$ cat src/rtl/pixel_tagger_if.sv
// Pixel tagger stream interface: raw grayscale pixels in,
// coordinate-tagged pixels and frame status out.
interface pixel_tagger_if;
  logic        sof;
  logic        pix_valid;
  logic [11:0] pix;
  logic [34:0] data_out;
  logic        frame_done;
  logic        busy;

  modport master (
    output sof,
    output pix_valid,
    output pix,
    input  data_out,
    input  frame_done,
    input  busy
  );

  modport slave (
    input  sof,
    input  pix_valid,
    input  pix,
    output data_out,
    output frame_done,
    output busy
  );
endinterface

$ cat src/rtl/pixel_tagger.sv
// Tags each grayscale pixel with its (x, y) position in the frame.
// Optional TAGGER_ERR_CNT_EN adds err_cnt / short_frame outputs.
module pixel_tagger #(
  parameter int IMG_W = 1280,
  parameter int IMG_H = 960
) (
  input logic           clk,
  input logic           rst_n,
  pixel_tagger_if.slave bus
`ifdef TAGGER_ERR_CNT_EN
  ,
  output logic [7:0]    err_cnt,
  output logic          short_frame
`endif
);

  localparam logic [10:0] X_LAST = 11'(IMG_W - 1);
  localparam logic [10:0] Y_LAST = 11'(IMG_H - 1);

  typedef enum logic [1:0] {
    IDLE,
    ACTIVE,
    DONE
  } state_t;

  state_t      state_q, state_d;
  logic [10:0] x_q, x_d;
  logic [10:0] y_q, y_d;
  logic [10:0] cur_x, cur_y;
  logic        accept;
  logic [34:0] data_q;
  logic        fd_q;
  logic        busy_q;

  // Next state, next counters, and whether this pixel is tagged.
  always_comb begin
    state_d = state_q;
    x_d     = x_q;
    y_d     = y_q;
    cur_x   = bus.sof ? 11'd0 : x_q;
    cur_y   = bus.sof ? 11'd0 : y_q;
    accept  = bus.pix_valid &&
              (bus.sof || (state_q == ACTIVE));
    unique case (state_q)
      IDLE: begin
        if (bus.sof) begin
          state_d = ACTIVE;
          x_d     = '0;
          y_d     = '0;
        end
      end
      ACTIVE: begin
        if (bus.sof) begin
          x_d = '0;
          y_d = '0;
        end
      end
      DONE: begin
        state_d = bus.sof ? ACTIVE : IDLE;
        x_d     = '0;
        y_d     = '0;
      end
      default: begin
        state_d = IDLE;
        x_d     = '0;
        y_d     = '0;
      end
    endcase
    if (accept) begin
      if (cur_x == X_LAST) begin
        x_d = '0;
        if (cur_y == Y_LAST) begin
          y_d     = '0;
          state_d = DONE;
        end else begin
          y_d = cur_y + 11'd1;
        end
      end else begin
        x_d = cur_x + 11'd1;
        y_d = cur_y;
      end
    end
  end

  // State and position counters.
  always_ff @(posedge clk) begin
    if (!rst_n) begin
      state_q <= IDLE;
      x_q     <= '0;
      y_q     <= '0;
    end else begin
      state_q <= state_d;
      x_q     <= x_d;
      y_q     <= y_d;
    end
  end

  // Tagged output; payload bits hold through idle cycles.
  always_ff @(posedge clk) begin
    if (!rst_n) begin
      data_q <= '0;
    end else if (accept) begin
      data_q <= {1'b1, cur_y, cur_x, bus.pix};
    end else begin
      data_q[34] <= 1'b0;
    end
  end

  // frame_done follows the DONE cycle; busy mirrors ACTIVE.
  always_ff @(posedge clk) begin
    if (!rst_n) begin
      fd_q   <= 1'b0;
      busy_q <= 1'b0;
    end else begin
      fd_q   <= (state_q == DONE);
      busy_q <= (state_d == ACTIVE);
    end
  end

  assign bus.data_out   = data_q;
  assign bus.frame_done = fd_q;
  assign bus.busy       = busy_q;

`ifdef TAGGER_ERR_CNT_EN
  logic [7:0] err_q;
  logic       short_q;
  logic       err_hit;

  assign err_hit = (state_q == ACTIVE) && bus.sof &&
                   ((x_q != '0) || (y_q != '0));

  // Count aborted frames, saturating; flag is sticky.
  always_ff @(posedge clk) begin
    if (!rst_n) begin
      err_q   <= '0;
      short_q <= 1'b0;
    end else if (err_hit) begin
      short_q <= 1'b1;
      if (err_q != 8'hFF) begin
        err_q <= err_q + 8'd1;
      end
    end
  end

  assign err_cnt     = err_q;
  assign short_frame = short_q;
`endif

endmodule

$ cat src/flat_wrapper.sv
// flat-port wrapper written by rule: the top's interface ports become plain ports
module pixel_tagger_flat 
#(
  parameter int IMG_W = 1280,
  parameter int IMG_H = 960
)
  (clk, rst_n, bus_sof, bus_pix_valid, bus_pix, bus_data_out, bus_frame_done, bus_busy);
  pixel_tagger_if bus_i ();
  input logic clk;
  input logic rst_n;
  input wire logic [$bits(bus_i.sof)-1:0] bus_sof;
  input wire logic [$bits(bus_i.pix_valid)-1:0] bus_pix_valid;
  input wire logic [$bits(bus_i.pix)-1:0] bus_pix;
  output wire logic [$bits(bus_i.data_out)-1:0] bus_data_out;
  output wire logic [$bits(bus_i.frame_done)-1:0] bus_frame_done;
  output wire logic [$bits(bus_i.busy)-1:0] bus_busy;
  assign bus_i.sof = bus_sof;
  assign bus_i.pix_valid = bus_pix_valid;
  assign bus_i.pix = bus_pix;
  assign bus_data_out = bus_i.data_out;
  assign bus_frame_done = bus_i.frame_done;
  assign bus_busy = bus_i.busy;
  pixel_tagger #(.IMG_W(IMG_W), .IMG_H(IMG_H)) u_core (.clk(clk), .rst_n(rst_n), .bus(bus_i));
endmodule
$ cat config.mk
export PLATFORM = sky130hd
export DESIGN_NAME = pixel_tagger_flat
export DESIGN_NICKNAME = d
export VERILOG_FILES = /design/src/rtl/pixel_tagger_if.sv /design/src/rtl/pixel_tagger.sv /design/src/flat_wrapper.sv
export SDC_FILE = /design/constraint.sdc
export NUM_CORES = 1
export LEC_CHECK = 0
export CORE_UTILIZATION = 45
export CTS_CLUSTER_SIZE = 8
export DETAILED_ROUTE_END_ITERATION = 12
export HOLD_SLACK_MARGIN = 0.02
export PLACE_DENSITY = 0.68
export RECOVER_POWER = 100
export SKIP_CTS_REPAIR_TIMING = 1
export SLEW_MARGIN = 20
export SYNTH_ARGS = -nofsm -noshare
export SYNTH_HDL_FRONTEND = slang
export SYNTH_SLANG_ARGS = --single-unit
$ cat constraint.sdc
create_clock -name clk -period 9.3 [get_ports clk]
set_input_delay 1.395 -clock clk [delete_from_list [all_inputs] [get_ports clk]]
set_output_delay 1.395 -clock clk [all_outputs]
set_load 0.005 [all_outputs]
==> metrics.md, run 1 <==
| Metric | Value |
|---|---|
| Post-route cell area | 3440 um^2 |
| Hold WS | 0.450 ns |
| R2R Setup Slk | 6.53 ns |
| Unique cell type count in the Yosys netlist | 43 |
| Commonest cells after routing, fill and taps aside | nand2_1, dfxtp_1, a21oi_1, dlygate4sd3_1, nor2_1 |
| Slew @ Worst Pin | 2.27 ns |
| Post-synth ARST share | 0 |
| Num ports | 53 |
| Hold Crit Start | u_core.bus.data_out[29] |
| Clock-pin slew on the worst setup and hold paths | 0.07 ns |
| Skew-Pair Late Insertion Delay | 0.35 ns |
| Buffers on Ports | 52 |
| WHS Endpoint | u_core.bus.data_out[29] |
| Initial antenna violation count | 0 |
| DRC violations left | 0 |
| Clk sinks | 61 |
| Post-synth EDFFs | 0 |
| Diode count | 0 |
| Worst hold-check path type | flip-flop to flip-flop |
| Failing checks | max-capacitance violations, max-slew violations |
| Clk_skew | 0.0117 ns |
| H-tree depth | 3 |
| Largest net degree at the start of global routing | 49 |
| Die height | 78.9 um |
| Synth area leaders | dfxtp_1, nand2_1, a21oi_1 |
| Hold Crit Depth | 2 |
| Clock Power Share | 0.460 |
| CP most frequent cell | clkbuf_1 |
| Detail Placement HPWL | approximately 4300 um |
| Die area | 6230 um^2 |
| Post-layout min period | 5.64 ns |
| Iter 0 DRT Violations | 133 |
| Outcome | finished with violations |
| Synthesized area | 2660 um^2 |
| Dpl cell area | 3240 um^2 |
| Sw Share | 0.232 |
| Period Utilization, post-route | 0.607 |
| DP Cell Count | 448 |
| Max-cap violations | 1 |
| First-pass DRT Iterations | 4 |
| CTS Buf Count | 9 |
| CP max-delay cell | clkbuf_1 |
| Vias in the first global route | 2391 |
| Area Growth Syn to Fin | 29.4% |
| Final setup violation count | 0 |
| Clock Tree Buf Depth | 2 |
| Combinational fraction of design power | 0.073 |
| Final hold viol count | 0 |
| Syn_nets | 359 |
| Peak VDD IR | 0.135 mV |
| Delay-heaviest family, CP | buffers and inverters |
| Die X | 78.9 um |
| Post-layout util | 0.614 |
| Syn Area/Cell | slightly below 8 um^2 |
| RR Startpoint | u_core.x_q[1] |
| CP startpoint kind | input pin |
| Commonest non-fill, non-tap cell in the layout | nand2_1 |
| Core Region | 5610 um^2 |
| RSZ-0062 raised after global routing | false |
| CTS tree | yes |
| Most used flip-flop cell after synthesis | dfxtp_1 |
| Max incr delay on CP | 0.80 ns |
| CP Cell Sequence | dlygate4sd3_1 -> clkbuf_1 -> clkinv_1 -> nand2_1 -> inv_1 -> ha_1 -> nand4b_1 -> nor4_2 -> clkbuf_1 -> a21oi_1 -> or3b_1 -> a31oi_1 |
| Pins Over Slew Limit | 49 |
| WP data required | 9.56 ns |
| Cell count after synthesis | 341 |
| Critical R2R Capture | u_core.y_q[3] |
| Total grt overflow | 0 |
| Post-route insts no fill | 464 |
| Buf+Inv Stages, Crit Path | 5 |
| Via-to-Cell Ratio | 5.46 |
| R2R cell count | 8 |
| Placer Congestion | 0.837 |
| First-pass GRT wire length | 11100 um |
| Dominant cell type by area after synthesis | dfxtp_1 |
| Crit Path Class | input pin to flip-flop |
| GRT Util Overall | 0.230 |
| FP Rows | 27 |
| # nets final | 405 |
| Pleak | 1.27 nW |
| Avg WL per Cell | 14.2 um |
| CTS root buf | clkbuf_8 |
| Setup TNS | 0 ns |
| Maximum fanout along the worst path | 24 |
| Yosys top cell area share | 0.459 |
| Power per cell area | 166 nW/um^2 |
| Yosys warnings | 0 |
| Reg power frac | 0.467 |
| Int Pwr | 0.440 mW |
| Worst path arrival time | 5.90 ns |
| Worst slew margin | -0.513 |
| Vias | 2533 |
| Synthesis-stage register bit count | 61 |
| Sequential share of the synthesized area | 0.459 |
| Final ANT Viol Nets | 0 |
| NetSw | 0.133 mW |
| Max Clk Rate | 177 MHz |
| Crit end category | flip-flop |
| Routed WL | 6570 um |
| Initial Util | 0.475 |
| Share of layout cells above drive strength 1 | 0.0587 |
==> final cells by class <==
type | count | area (um^2)
clock buffer | 10 | 138
clock inverter | 6 | 86.3
fill | 546 | 2160
inverter | 7 | 26.3
multi-input combinational | 251 | 1340
sequential | 61 | 1220
tap | 72 | 90.1
timing repair buffer | 57 | 547
==> worst min-delay path, delay by kind of cell (launching register included) <==
family,cells,cell delay [ns]
compound gates,1,0.05
flops,1,0.31
simple gates,1,0.05
==> metrics by stage <==
step	setup WS [ns]	power (mW)
5_1_grt	3.24	0.594
4_1_cts	4.88	0.583
3_5_place_dp	4.52	0.317
3_3_place_gp	4.67	0.316
6_report	3.66	0.572
2_1_floorplan	5.40	0.296
==> synth_stat cells (3+ instances only) <==
cell type  number
clkbuf_1       21
o211ai_1        3
nor2b_1        12
inv_1           6
nand3_1        18
nor2_1         23
a31oi_1         8
a21oi_1        44
o31ai_1         3
nor4_1          4
nand2_1        77
o21ai_0         8
a211oi_1        3
nand3b_1        5
nor3_1          6
and4_1          3
dfxtp_1        61
==> power by group through the flow <==
stage | clock (mW) | sequential (mW) | combinational [mW]
5_1_grt | 0.280 | 0.268 | 0.0464
3_5_place_dp | 0 | 0.273 | 0.0437
4_1_cts | 0.272 | 0.267 | 0.0438
2_1_floorplan | 0 | 0.274 | 0.0226
6_report | 0.263 | 0.267 | 0.0419
3_3_place_gp | 0 | 0.273 | 0.0432
==> state kept, by name, indices dropped and copies added (netlist names) <==
signal,cells
u_core.state_q,2
u_core.bus.frame_done,1
u_core.bus.data_out,35
u_core.y_q,11
u_core.x_q,11
u_core.bus.busy,1
==> layer usage <==
metal | global-route usage | routed length [um] | up-vias
met2 | 0.397 | 3260 | 66
met3 | 0.0609 | 353 | 11
met4 | 0.0964 | 84 | 0
met1 | 0.270 | 2880 | 1181
met5 | 0 | 0 | -
li1 | - | - | 1275
==> worst max-delay path by stage <==
stage | startpoint | slack, ns | cells after the start | end
floorplan | bus_sof | 5.40 | 12 | u_core.y_q[9]
global placement | bus_sof | 4.67 | 12 | u_core.y_q[3]
detailed placement | bus_sof | 4.52 | 12 | u_core.y_q[3]
CTS | bus_sof | 4.88 | 12 | u_core.y_q[3]
global route | bus_sof | 3.24 | 12 | u_core.y_q[3]
finish | bus_sof | 3.66 | 12 | u_core.y_q[3]
==> logic make-up after synthesis <==
logic type	Yosys count	synth area share
simple gates	167	0.307
compound gates	80	0.177
flops	61	0.459
buf+inv	29	0.0414
fa+ha+maj	2	0.00940
xor+xnor	1	0.00329
mux	1	0.00376
No activity file was read; power rests on OpenSTA's default activity.
==> inputs of run 2 (changes only) <==
- clock period: 9.3 -> 5.2 ns (I/O delays scaled with it)
==> run 2 against run 1 <==
Compared with the run above:
- the run still ends with max-capacitance violations, max-slew violations left
- worst setup slack lost 2.4 ns
- combinational power grew 77%
- sequential cell count unchanged
- global-route usage fell by 0.20 points
- core utilization decreased by 0.27 points
- total power increased by 78%
- sequential share of layout area is 0.16 points higher
- clock skew is 0.0060 ns lower
- critical path type unchanged
==> metrics.md, run 2 (same netlist as run 1, synthesis figures left out) <==
| Metric | Value |
|---|---|
| Outcome | finished with violations |
| Failing checks | max-capacitance violations, max-slew violations |
| Worst slew margin | -0.293 |
| CTS tree | yes |
| Combinational fraction of design power | 0.073 |
| Vias in the first global route | 2377 |
| Vias | 2606 |
| Buffers on Ports | 52 |
| Core Region | about 5600 um^2 |
| Area Growth Syn to Fin | 28.8% |
| Initial antenna violation count | 0 |
| First-pass DRT Iterations | 6 |
| Slew @ Worst Pin | 1.94 ns |
| GRT Util Overall | 0.228 |
| CP max-delay cell | dlygate4sd3_1 |
| H-tree depth | 3 |
| Post-layout min period | 3.95 ns |
| Max incr delay on CP | 0.94 ns |
| Initial Util | 0.475 |
| WP data required | 5.46 ns |
| FP Rows | 27 |
| Post-layout util | 0.611 |
| Clock Power Share | 0.459 |
| Die area | 6230 um^2 |
| Buf+Inv Stages, Crit Path | 4 |
| Int Pwr | 0.799 mW |
| Post-route cell area | 3430 um^2 |
| Worst path arrival time | 4.20 ns |
| Final hold viol count | 0 |
| NetSw | about 0.22 mW |
| Detail Placement HPWL | 4360 um |
| Max-cap violations | 1 |
| Final ANT Viol Nets | 0 |
| Die X | just under 80 um |
| Placer Congestion | 0.842 |
| Register Area | approximately 1200 um^2 |
| Fillers | 550 |
| Max reg flops | 35 |
| Crit end category | flip-flop |
| Commonest non-fill, non-tap cell in the layout | nand2_1 |
| Pins Over Slew Limit | 47 |
| Diode count | 0 |
| Routed WL | 6460 um |
| DRC violations left | 0 |
| Overall Power | 1.02 mW |
| Clk sinks | 61 |
| DP Cell Count | 449 |
| Sw Share | 0.218 |
| Largest net degree at the start of global routing | 47 |
| Crit Path Class | input pin to flip-flop |
| Clock-pin slew on the worst setup and hold paths | 0.07 ns |
| Share of layout cells above drive strength 1 | 0.0509 |
| Peak VDD IR | 0.221 mV |
| CP startpoint kind | input pin |
| Period Utilization, post-route | 0.759 |
| Skew-Pair Late Insertion Delay | 0.33 ns |
| Iter 0 DRT Violations | 157 |
| # nets final | 406 |
| Max Clk Rate | 253 MHz |
| CTS Buf Count | 9 |
| Pleak | approximately 1.3 nW |
| Die height | 78.9 um |
| Multi-input logic area | 1310 um^2 |
| Avg WL per Cell | around 14 um |
| Via-to-Cell Ratio | around 5.6 |
| First-pass GRT wire length | 10900 um |
| Dpl cell area | 3240 um^2 |
| Delay-heaviest family, CP | buffers and inverters |
| Setup TNS | 0 ns |
| Clk_skew | 0.00576 ns |
| CTS root buf | clkbuf_8 |
| Worst path depth | 11 |
| Post-route insts no fill | 465 |
| Worst hold-check path type | flip-flop to flip-flop |
| Final setup violation count | 0 |
| R2R cell count | 6 |
| Power per cell area | 298 nW/um^2 |
| RSZ-0062 raised after global routing | false |
| Clock Tree Buf Depth | 2 |
| Num ports | 53 |
| CP Cell Sequence | dlygate4sd3_1 -> clkinv_1 -> nand2_1 -> inv_1 -> ha_1 -> nand4b_1 -> nor4_1 -> clkbuf_1 -> a21oi_1 -> or3b_1 -> a31oi_1 |
| Commonest cells after routing, fill and taps aside | nand2_1, dfxtp_1, a21oi_1, dlygate4sd3_1, nor2_1 |
| Maximum fanout along the worst path | 18 |
| Reg power frac | 0.468 |
| Hold Crit Depth | 2 |
| Total grt overflow | 0 |
==> run 2: layer usage <==
metal,part of all wire,vias up,GRT usage
met1,0.44,1225,0.266
met2,0.49,80,0.380
li1,-,1285,-
met4,0.024,0,0.115
met5,0,-,0
met3,0.053,16,0.0678
==> run 2: cell type report <==
type / count / share of cell area
clock inverter: 4 / 0.0204
timing repair buffer: 58 / 0.162
tap: 72 / 0.0263
sequential: 61 / 0.356
multi-input combinational: 251 / 0.382
inverter: 7 / 0.00766
clock buffer: 12 / 0.0453
==> run 2: path summary, 6_finish.rpt <==
kind | startpoint | endpoint | slack (ns)
setup / recovery | bus_sof | u_core.y_q[3] | 1.25
hold / removal | u_core.bus.data_out[5] | u_core.bus.data_out[5] | 0.45
setup reg to reg | u_core.state_q[1] | u_core.x_q[4] | 2.25
hold reg to reg | u_core.bus.data_out[5] | u_core.bus.data_out[5] | 0.45
==> run 2: through the flow <==
stage / setup WS (ns) / hold WS (ns)
2_1_floorplan: 1.92 / 0.427
6_report: 1.25 / 0.449
3_3_place_gp: 1.39 / 0.441
5_1_grt: 0.813 / 0.467
3_5_place_dp: 1.27 / 0.446
4_1_cts: 1.62 / 0.455
==> run 2: power by group through the flow <==
stage	Clock (mW)	Combinational (mW)	Sequential (mW)
floorplan	0	0.0404	0.489
global placement	0	0.0785	0.489
detailed placement	0	0.0787	0.489
CTS	0.482	0.0792	0.478
global route	0.505	0.0828	0.479
finish	0.469	0.0741	0.478
==> run 2: worst min-delay path, stage by stage, from the launching register on <==
cell     delay (ns)
dfxtp_1        0.31
nand2_1        0.05
a21oi_1        0.05
==> patch (config.mk and constraints of run 2) <==
Re-encode `state_t` (3 states) as one-hot, 3 bits wide.
--- a/src/rtl/pixel_tagger.sv
+++ b/src/rtl/pixel_tagger.sv
@@ -17,10 +17,10 @@
   localparam logic [10:0] X_LAST = 11'(IMG_W - 1);
   localparam logic [10:0] Y_LAST = 11'(IMG_H - 1);
 
-  typedef enum logic [1:0] {
-    IDLE,
-    ACTIVE,
-    DONE
+  typedef enum logic [2:0] {
+    IDLE   = 3'b001,
+    ACTIVE = 3'b010,
+    DONE   = 3'b100
   } state_t;
 
   state_t      state_q, state_d;
Behaviour: same outputs for any inputs over 10 cycles, from zero or initial values and one cycle with rst_n low; not proved beyond that.
==> patch against run 2 <==
  * The flow still finishes with violations (capacitance limit, slew limit)
  * Global-route usage is 1.3 points higher
  * Final cell count is 1.3% higher
  * Sequential cell count is 1 higher
  * Sequential power is 2% higher
  * Routed wire length is 8.5% higher
  * Register-to-register slack worse by 0.13 ns
  * Core utilization is 0.44 points higher
  * Final area is 1.9% higher
  * Setup slack better by 0.079 ns
  * Total power is 1.6% lower
  * Area after synthesis is 2.4% higher
  * Clock power is 5.8% lower
  * Critical path depth is 4 lower
  * Highest routed layer unchanged
==> patch: results (changes against run 2) <==
Status: finished with violations
Failing checks: capacitance limit, slew limit
Synth Area in XOR/XNOR: 0.6428% (+0.31 points)
Yosys cell types: 42 (-2.3%)
Post-Layout Cell Count: 471 (+1.3%)
Post-Syn Nets: 364 (+1.4%)
Post-synth top cells: nand2_1 (73), dfxtp_1 (62), a21oi_1 (51)
P_leak: 1.305 nW (+2.1%)
Nets@finish: 413 (+1.7%)
Share of cells above drive strength 1: 5.013% (-0.077 points)
Syn Inst Count: 346 (+1.5%)
Met2 usage: 38.21% (+0.21 points)
First-pass GRT wire length: 12000 µm (+9.7%)
Met1 global-route usage: 30.76% (+4.1 points)
Power per Cell Area: 287.4 mW/mm² (-3.5%)
Pre-CTS WS: 1.625 ns (+0.3510 ns)
Crit-path max FO: 36 (+18)
Maxcap violations: 1 (unchanged)
Post-synthesis adder-cell area fraction: 0.9183% (-0.022 points)
Post-DP HPWL: 4680 µm (+7.3%)
Multiplexer share of the synthesized area: 0.7346% (+0.36 points)
Placed Area: 0.003324 mm² (+2.5%)
Pins Over Slew Limit: 37 (-21%)
Drt pass-1 iters: 5 (-1)
Slew HR: -7.728% (+22 points)
[patch: changes by cell type in the layout (fill, tap and decap cells not counted), moves of 4 or more]
cell,delta
and3_1,+6
nand3_1,-4
nand2_1,-4
nor2_1,-6
nor2b_1,+5
a21oi_1,+7
[patch: power breakdown]
part	switching [mW]	total [mW]	internal [mW]
sequential	0.00420	0.486	0.482
combinational	0.0467	0.0766	0.0299
clock	0.185	0.442	0.257
[patch: cell families after synthesis]
| logic type | after synthesis |
|---|---|
| adder cells (fa/ha/maj) | 2 |
| flip-flops | 62 |
| AND/OR/NAND/NOR | 165 |
| multiplexers | 2 |
| buffers and inverters | 25 |
| AO/OA/AOI/OAI | 88 |
| XOR/XNOR | 2 |
[patch: routing by layer]
layer | part of all wire [%] | routed length (µm)
met5 | 0 | 0
met4 | 1.3 | 89
met3 | 5.9 | 414
met2 | 48 | 3331
met1 | 45 | 3173
[patch: cell type report]
class	count	share of cell area [%]
Sequential cell	62	35.52
Inverter	3	0.3222
Multi-Input combinational cell	259	39.67
Tap cell	72	2.578
Clock inverter	3	1.217
Clock buffer	12	4.726
Timing Repair Buffer	60	15.97
[patch: critical path, stage by stage]
cell and delay [ns]:
dlygate4sd3_1 0.63, clkbuf_1 0.70, o21a_1 0.22, clkbuf_1 1.16, nand3_1 0.13, or2_2 0.34
a21oi_1 0.13
[patch: path summary, 6_finish.rpt]
path                                               from                      end  slack (ns)  cells past startpoint
worst min register to register  u_core.bus.data_out[31]  u_core.bus.data_out[31]        0.45                      2
worst min-delay path            u_core.bus.data_out[31]  u_core.bus.data_out[31]        0.45                      2
worst max register to register            u_core.x_q[0]            u_core.y_q[5]        2.12                      8
worst max-delay path                            bus_sof            u_core.x_q[8]        1.33                      7
